[src/rtl/bin_to_bcd_seq.sv]
// bin_to_bcd_seq: sequential double-dabble binary-to-BCD converter.
// Converts an unsigned DATA_W-bit word into a 4-digit packed BCD word,
// one bit per clock. The result register only changes when a conversion
// completes, so the downstream 7-segment mux never sees partial values.
//
// Build option: define BCD_OVF_BLANK_EN to show values above 9999 as
// 16'hFFFF ("FFFF" on the display). Without it, such values saturate
// to 16'h9999. The ovf flag is raised in both builds.
module bin_to_bcd_seq #(
  parameter int DATA_W = 16,
  parameter int CNT_W  = 5
) (
  input  logic              clk,
  input  logic              rst,
  input  logic [DATA_W-1:0] bin,
  input  logic              in_valid,
  output logic              in_ready,
  output logic [15:0]       bcd,
  output logic              bcd_valid,
  output logic              ovf
);

  localparam logic [1:0] IDLE  = 2'd0;
  localparam logic [1:0] SHIFT = 2'd1;
  localparam logic [1:0] DONE  = 2'd2;

`ifdef BCD_OVF_BLANK_EN
  localparam logic [15:0] OVF_PATTERN = 16'hFFFF;
`else
  localparam logic [15:0] OVF_PATTERN = 16'h9999;
`endif

  localparam logic [CNT_W-1:0] LAST_COUNT = CNT_W'(DATA_W - 1);

  logic [1:0]        state_q,     state_d;
  logic [DATA_W-1:0] binreg_q,    binreg_d;
  logic [19:0]       scratch_q,   scratch_d;
  logic [CNT_W-1:0]  count_q,     count_d;
  logic [15:0]       bcd_q,       bcd_d;
  logic              ovf_q,       ovf_d;
  logic              bcdValid_q,  bcdValid_d;

  logic [19:0]       scratchAdj;
  logic              accept;

  // Double-dabble correction: every digit of 5 or more gets +3 so that
  // the following left shift carries it correctly into the next decade.
  // A digit is at most 9 here, so the 4-bit add never wraps.
  function automatic logic [19:0] addThree(input logic [19:0] s);
    logic [19:0] r;
    r = s;
    for (int i = 0; i < 5; i++) begin
      if (s[4*i +: 4] >= 4'd5) begin
        r[4*i +: 4] = s[4*i +: 4] + 4'd3;
      end
    end
    return r;
  endfunction

  assign in_ready   = (state_q == IDLE);
  assign accept     = in_valid && in_ready;
  assign scratchAdj = addThree(scratch_q);

  // Next-state logic for the control FSM and the conversion datapath.
  always_comb begin
    state_d    = state_q;
    binreg_d   = binreg_q;
    scratch_d  = scratch_q;
    count_d    = count_q;
    bcd_d      = bcd_q;
    ovf_d      = ovf_q;
    bcdValid_d = 1'b0;

    case (state_q)
      IDLE: begin
        if (accept) begin
          binreg_d  = bin;
          scratch_d = 20'd0;
          count_d   = '0;
          state_d   = SHIFT;
        end
      end

      SHIFT: begin
        scratch_d = {scratchAdj[18:0], binreg_q[DATA_W-1]};
        binreg_d  = {binreg_q[DATA_W-2:0], 1'b0};
        count_d   = count_q + CNT_W'(1);
        if (count_q == LAST_COUNT) begin
          state_d = DONE;
        end
      end

      DONE: begin
        ovf_d      = (scratch_q[19:16] != 4'd0);
        bcd_d      = ovf_d ? OVF_PATTERN : scratch_q[15:0];
        bcdValid_d = 1'b1;
        state_d    = IDLE;
      end

      default: begin
        state_d = IDLE;
      end
    endcase
  end

  // State and datapath registers; reset aborts any conversion and clears
  // the visible result so no stale value survives.
  always_ff @(posedge clk or posedge rst) begin
    if (rst) begin
      state_q    <= IDLE;
      binreg_q   <= '0;
      scratch_q  <= 20'd0;
      count_q    <= '0;
      bcd_q      <= 16'h0000;
      ovf_q      <= 1'b0;
      bcdValid_q <= 1'b0;
    end else begin
      state_q    <= state_d;
      binreg_q   <= binreg_d;
      scratch_q  <= scratch_d;
      count_q    <= count_d;
      bcd_q      <= bcd_d;
      ovf_q      <= ovf_d;
      bcdValid_q <= bcdValid_d;
    end
  end

  assign bcd       = bcd_q;
  assign ovf       = ovf_q;
  assign bcd_valid = bcdValid_q;

endmodule

[config.mk]
export PLATFORM = sky130hd
export DESIGN_NAME = bin_to_bcd_seq
export DESIGN_NICKNAME = d
export VERILOG_FILES = /design/src/rtl/bin_to_bcd_seq.sv
export SDC_FILE = /design/constraint.sdc
export NUM_CORES = 1
export LEC_CHECK = 0
export CAP_MARGIN = 15
export CORE_MARGIN = 3
export CORE_UTILIZATION = 40
export CTS_BUF_LIST = sky130_fd_sc_hd__clkbuf_8
export CTS_CLUSTER_DIAMETER = 50
export DETAILED_ROUTE_END_ITERATION = 10
export PLACE_DENSITY = 0.66
export SLEW_MARGIN = 0
export SYNTH_ARGS = -nofsm -noshare
export SYNTH_HDL_FRONTEND = slang
export SYNTH_SLANG_ARGS = --single-unit
[constraint.sdc]
create_clock -name clk -period 2.5 [get_ports clk]
set_clock_uncertainty 0.15 [all_clocks]
set_input_delay 0.25 -clock clk [delete_from_list [all_inputs] [get_ports clk]]
set_output_delay 0.25 -clock clk [all_outputs]
set_load 0.01 [all_outputs]
=== Yosys cells after proc, flatten, opt, wreduce, memory -nomap -nowiden ===
Index checks and enable logic that the tools add are counted.

* Output and inout port bits: 19
* Bits in registers: 61
* Input bits: 19
* Logic and storage cells: 45

* $lt $le $gt $ge: 5
* Add/subtract/negate cells: 6
* Equality and inequality tests: 5
* Reduce and logical (&&, ||, !) cells: 6
* Mux-type cells: 16

{| class="wikitable"
|+ Operators by type and width
! kind !! count
|-
| case mux 20 bit (2 select lines) || 1
|-
| 2-to-1 mux 16 bit || 2
|-
| case mux 16 bit (2 select lines) || 1
|-
| greater-or-equal comparator 4 x 3 -> 1 bit, second input constant || 5
|-
| 2-to-1 mux 20 bit || 1
|-
| adder 4 x 2 -> 4 bit, second input constant || 4
|-
| 2-to-1 mux 4 bit || 4
|-
| case mux 5 bit (2 select lines) || 1
|-
| adder 5 x 1 -> 5 bit, second input constant || 1
|-
| == test 5 x 4 -> 1 bit, second input constant || 1
|-
| 2-to-1 mux 5 bit || 1
|-
| 2-to-1 mux 2 bit || 2
|-
| case mux 2 bit (2 select lines) || 1
|-
| AND reduction 2 bit || 2
|-
| nonzero test 4 bit || 1
|-
| adder 3 x 2 -> 3 bit, second input constant || 1
|-
| 2-to-1 mux 3 bit || 1
|-
| == test 2 x 1 -> 1 bit, second input constant || 1
|-
| == test 2 bit, second input constant || 1
|-
| zero test 2 bit || 1
|-
| != test 2 x 1 -> 1 bit, second input constant || 1
|-
| != test 2 bit, second input constant || 1
|-
| nonzero test 2 bit || 1
|-
| logical AND 1 bit || 1
|-
| 2-to-1 mux 1 bit || 1
|}

=== Longest topological paths before layout ===
Gate-level depths: netlist (run 1).

* Word-level depth: 4
* Mapped depth: 6

=== Least setup slack after synthesis (run 1) ===
No wires, ideal clock.

* Path type: register to register
* Start: register scratch_q[12]
* End: register scratch_q[14]
* Buffers on the path: 0
* Stages on the path, launching flop included: 7
* Clock period less this slack: 1555 ps
* Path slack: 945 ps
* Arrival: 1285 ps
* Required time: 2229 ps
* Setup time: 121 ps
* Cells stage by stage: dfrtp_1 -> inv_1 -> ha_1 -> nand2b_1 -> a21oi_1 -> mux2i_1 -> a22o_1

* Longest elaborated chain between the ends: 3

{| class="wikitable"
|+ Ends and longest elaborated chain
! element !! line !! RTL
|-
| from (decl) || 37 || <nowiki>logic [19:0] scratch_q, scratch_d;</nowiki>
|-
| from (signal assigned) || 120 || <nowiki>scratch_q <= scratch_d;</nowiki>
|-
| adder 4 x 2 -> 4 bit / greater-or-equal comparator 4 x 3 -> 1 bit (equally long branches) || 54, 53 ||
|-
| 2-to-1 mux 4 bit * || 53 || <nowiki>if (s[4*i +: 4] >= 4'd5) begin</nowiki>
|-
| case mux 20 bit (2 select lines) * || 74 || <nowiki>case (state_q)</nowiki>
|}

Every way passes the cells marked *; elsewhere a longest branch is shown, timed or not.
A chain may end at the register's enable or synchronous reset.

=== Worst setup path in the final report (run 1) ===
* Start: register state_q[0]
* End: output port in_ready

* Longest elaborated chain between the ends: 1

{| class="wikitable"
|+ Ends and longest elaborated chain
! element !! line !! RTL
|-
| from (decl) || 35 || <nowiki>logic [1:0] state_q, state_d;</nowiki>
|-
| from (signal assigned) || 118 || <nowiki>state_q <= state_d;</nowiki>
|-
| zero test 2 bit || 60 || <nowiki>assign in_ready = (state_q == IDLE);</nowiki>
|-
| to (decl) || 17 || <nowiki>output logic in_ready,</nowiki>
|}

No other way between the ends.

==> metrics, run 1 <==
final setup TNS 0 ns; complex-gate fraction of the synthesized area 0.229; RSZ-0062 raised after global routing no; syn nets 307; Max-Cap Viols 0; H-tree Lvls 3; Power, Total 4.26 mW; pwr dens 1190 nW/um^2; chip height 91.2 microns; Die X 91.2 microns; share of cells above drive strength 1 0.0694; vias in the first global route 2261; DR pass1 iterations 5; via-per-instance ratio 5.40; Area Overhead vs Synth 23.0%; Final Hold Vio Count 0; Setup crit end kind output port; worst r2r src state_q[1]; main combinational cell family by area after synthesis compound AO/OA/AOI/OAI gates; largest net degree at the start of global routing 43; maximum VDD drop 0.000482 V; CP startpoint state_q[0]; drc violations 0; total CTS buffers 9; Post-synth EDFFs 0; Cell variety after synth 33; initial core utilization 0.421; Cell Rows 30; Most used DFF post-synth dfrtp_1; post-route cell area 3570 sq um; Hold Crit Class input port to asynchronous set/reset pin; largest cells by area after synthesis dfrtp_1 (53%), ha_1 (5.6%), a21oi_1 (4.8%), o21ai_0 (4.8%), a22o_1 (3.3%); clk sinks 61; # placed instances 399; Layout Cells excl Fill 413; DRT iter0 DRCs 120; Resized Gates After CTS 0; ANT nets after route 0; worst-path cell chain buf_4 > nor2_1 > clkdlybuf4s50_1; Final Critical Period 1.98 ns; leading area contributor after synthesis dfrtp_1; period utilization 0.793; CTS tree built; core area 6910 sq um; sequential fraction of the synthesis area 0.525; Post-CTS Hold Buffers 0; Post-CTS Setup Inserts 0; kind of critical path flip-flop to output port; via count 2230; Worst-Skew Late Latency 0.34 ns; Pleak 1.62 nW; Max Freq 504 MHz; syn_area_per_cell 10.6 sq um; nature of the critical path startpoint flip-flop; IO Port Bufs 37; total number of yosys warnings 0; Final nets 346; Total Wirelength 6.16 mm; root buf cell clkbuf_8; antenna diode count 0; Wirelength per Cell 14.9 microns; clock transition at the registers of the reported paths 0.07 ns; Fillers 669; fin util 0.518; Tightest Pin Transition 0.725 ns; DPL Wire Length 4.18 mm; Worst EP required 2.10 ns; Final setup violation count 0; Post-synth ARST share 1.00; Buf/Inv on CP 2; slew margin rel. 0.516; mapped cell area 2910 sq um; slowest CP cell clkdlybuf4s50_1; initial antenna violation count 0; CP delay by family, top buffers and inverters; CP Max Fanout 25; simple-gate portion of the synthesized area 0.106; CTS max path bufs 2; Synth top area share 0.525; max incr delay on CP 0.54 ns; outcome finished clean; Cells after Synth 275; # IOs 38; Worst Path Arrival 1.58 ns; die area 8320 sq um; GPL Wtd Cong 0.788; mux contribution to synthesized area 0.0172; Adder-Cell Fraction of Synth Area 0.0560; global route overflow 0; xor and xnor fraction of the mapped netlist area 0.0211; Slew Limit Fails 0; GRT Total Usage 0.162; Cell Area, Placed 3380 sq um; synthesis-stage register bit count 61; first-pass GRT wire length 10.8 mm
-- cell usage in the layout (no fill, tap or decap), drive strengths merged --
cell	netlist	final
dfrtp	61	61
clkdlybuf4s50	0	37
a21oi	28	28
o21ai	28	28
inv	13	14
ha	13	13
a22oi	12	12
clkbuf	5	12
nor2	11	11
nand2	11	11
a22o	11	11
nor2b	11	11
o22ai	8	8
nand2b	7	7
buf	11	7
xnor2	5	5
mux2i	5	5
o31ai	5	5
a32o	5	5
o22a	4	4
and2b	4	4
and3b	3	3
and3	2	2
nand3	2	2
xor2	2	2
o32ai	2	2
nor3b	2	2
or2	1	1
nor3	1	1
a21o	1	1
and2	1	1
bufinv	0	1
-- report_power, final --
group	switching, mW	internal, mW
logic	0.866	0.864
registers	0.286	1.36
clock network	0.351	0.527
total	1.50	2.75
-- worst reg2reg max path, cell delays in order (launching register included) --
cell and delay [ns]:
dfrtp_1 0.38, buf_4 0.22, nand2b_1 0.50, o31ai_1 0.37
a32o_1 0.17
-- synth_stat cells (all sizes together) (2+ instances only) --
master and instances:
ha 13, mux2i 5, and2b 4, and3b 3, nor2b 11, clkbuf 5
a22oi 12, o22ai 8, o21ai 28, and3 2, a32o 5, xor2 2
o31ai 5, nor3b 2, nand2b 7, a22o 11, xnor2 5, inv 13
o22a 4, nor2 11, a21oi 28, nand2 11, o32ai 2, dfrtp 61
nand3 2, buf 11
-- path summary, 6_finish.rpt --
check | end | slack, ns | cells past startpoint
max | in_ready | 0.52 | 3
min | bcd[3] | 0.09 | 2
max reg2reg | scratch_q[15] | 0.65 | 4
min reg2reg | binreg_q[13] | 0.34 | 2
max in group asynchronous | state_q[1] | 1.52 | 3
min in group clk | binreg_q[13] | 0.34 | 2
-- final cells by class --
| cell class | count | area, sq um | area share |
|---|---|---|---|
| flip-flops and latches | 61 | 1530 | 0.427 |
| multi-input cells | 185 | 1240 | 0.348 |
| repair buffers | 44 | 435 | 0.122 |
| clock buffers | 12 | 165 | 0.0462 |
| well taps | 96 | 120 | 0.0336 |
| inverters | 13 | 48.8 | 0.0137 |
| clock inverters | 2 | 33.8 | 0.00945 |
-- cells by family (layout without fill, tap and decap cells) --
family                     Yosys count  in the layout
muxes                                5              5
and+or+nand+nor                     56             56
adders and majority gates           13             13
DFF                                 61             61
buffers and inverters               29             71
xor gates and xnor gates             7              7
AOI/OAI and AO/OA                  104            104
-- routing by layer --
metal | up-vias | track usage | wire length, microns
li1 | 1067 | - | -
met1 | 1111 | 0.212 | 2940
met2 | 46 | 0.257 | 2850
met3 | 6 | 0.0605 | 297
met4 | 0 | 0.0377 | 67
met5 | - | 0 | 0
-- state kept, by name, indices dropped and copies added (netlist names) --
register,count
ovf,1
count_q,5
binreg_q,16
state_q,2
bcd,16
scratch_q,20
bcd_valid,1
-- stage by stage --
step                hold WS [ns]  setup slack [ns]
floorplan                  0.290             0.587
global placement           0.314             0.671
detailed placement         0.324             0.605
CTS                        0.100             0.502
global route               0.121             0.428
finish                    0.0918             0.516
Power figures use the tool's default switching activity.
==> run 2, diff against run 1 <==
- clock period: 2.5 -> 1.9 ns (I/O delays scaled with it)
==> metrics, run 2 (synthesized netlist as in run 1, its figures left out) <==
GPL Wtd Cong 0.730; fin util 0.533; Setup crit end kind output port; Worst EP required 1.56 ns; initial antenna violation count 0; global route overflow 0; period utilization 0.962; ANT nets after route 0; Reg area 1530 sq um; Cell Rows 30; DR pass1 iterations 4; die area 8320 sq um; chip height 91.2 microns; antenna diode count 0; Worst-Skew Late Latency 0.34 ns; Final nets 358; share of cells above drive strength 1 0.106; pwr dens 1540 nW/um^2; Wirelength per Cell 14.5 microns; DRT iter0 DRCs 104; CTS tree built; Max-Cap Viols 0; nature of the critical path startpoint flip-flop; root buf cell clkbuf_8; Slew Limit Fails 0; kind of critical path flip-flop to output port; outcome finished clean; Tightest Pin Transition 0.468 ns; most common library cell in the layout ignoring fill and taps dfrtp_1; initial core utilization 0.421; commonest cells after routing, fill and taps aside dfrtp_1 (59), clkdlybuf4s50_1 (37), a21oi_1 (28), o21ai_0 (28), buf_4 (16); H-tree Lvls 3; vias in the first global route 2214; CP Max Fanout 9; Max Freq 547 MHz; largest net degree at the start of global routing 50; Fillers 651; RSZ-0062 raised after global routing no; # IOs 38; total CTS buffers 9; DPL Wire Length 4.06 mm; drc violations 0; Most flops, register scratch_q; Die X 91.2 microns; final setup TNS 0 ns; worst-path cell chain nor2_1 > clkdlybuf4s50_1; slew margin rel. 0.688; Multi-input gate area 1240 sq um; Worst Path Arrival 1.49 ns; CTS max path bufs 2; Total Wirelength 6.15 mm; Area Overhead vs Synth 26.7%; clk sinks 61; via count 2245; Final setup violation count 0; GRT Total Usage 0.159; max reg flops 20; first-pass GRT wire length 10.6 mm; max incr delay on CP 0.55 ns; CP delay by family, top buffers and inverters; maximum VDD drop 0.000490 V; Final Critical Period 1.83 ns; core area 6910 sq um; clock transition at the registers of the reported paths 0.06 ns; Final Hold Vio Count 0; Hold Crit Class input port to flip-flop; Buf/Inv on CP 1; Pleak 1.68 nW; via-per-instance ratio 5.28; slowest CP cell clkdlybuf4s50_1; IO Port Bufs 37
==> run 2: cell types whose count changed in the layout (fill, tap and decap cells not counted), sizes merged <==
cell	previous run	this run
buf	7	18
dlygate4sd3	0	1
==> run 2: path summary, 6_finish.rpt <==
check                         startpoint            end  slack (ns)  depth (start not counted)
max in group asynchronous            rst     state_q[0]        0.52                          4
setup / recovery              state_q[0]       in_ready        0.07                          2
min in group asynchronous            rst         bcd[4]        0.51                          3
hold reg to reg                   bcd[5]         bcd[5]        0.33                          2
hold / removal                    bin[3]    binreg_q[3]        0.32                          3
setup reg to reg           scratch_q[12]  scratch_q[14]        0.15                          6
==> run 2: final cells by class <==
type,instances,share of cell area
repair buffers,56,0.147
multi-input cells,185,0.338
clock inverters,2,0.00917
well taps,96,0.0326
inverters,13,0.0133
flip-flops and latches,61,0.415
clock buffers,12,0.0449
==> run 2: metrics by stage <==
step,power [mW],setup slack [ns],hold WS [ns],std cells,cell area [sq um]
finish,5.68,0.0721,0.319,425,3680
global route,6.16,0.0134,0.315,425,3680
CTS,5.68,0.0312,0.308,420,3640
detailed placement,4.48,0.0522,0.320,405,3430
global placement,4.39,0.128,0.313,405,3430
floorplan,3.76,0.0470,0.230,275,2910
==> run 2: worst min-delay path, delay by kind of cell <==
kind                   cells  cell delay, ns
buffers and inverters      1            0.39
AO/OA/AOI/OAI              2            0.18
==> run 2: what timing repair did <==
action,in CTS,in global routing
endpoints found under the hold margin,12,0
buffers inserted,0,5
pin swaps,0,0
resized for setup,2,0
hold buffers,1,0
endpoints found under the setup margin,1,1
==> run 2: power by group <==
group	switching, mW	internal (mW)
clock	0.484	0.694
sequential	0.366	1.79
combinational	1.14	1.20
==> run 2: layer usage <==
metal	part of all wire	vias to the layer above	global-route usage
met3	0.040	5	0.0472
met4	0.0089	0	0.0528
met2	0.48	46	0.246
met5	0	-	0
met1	0.48	1103	0.212
li1	-	1091	-
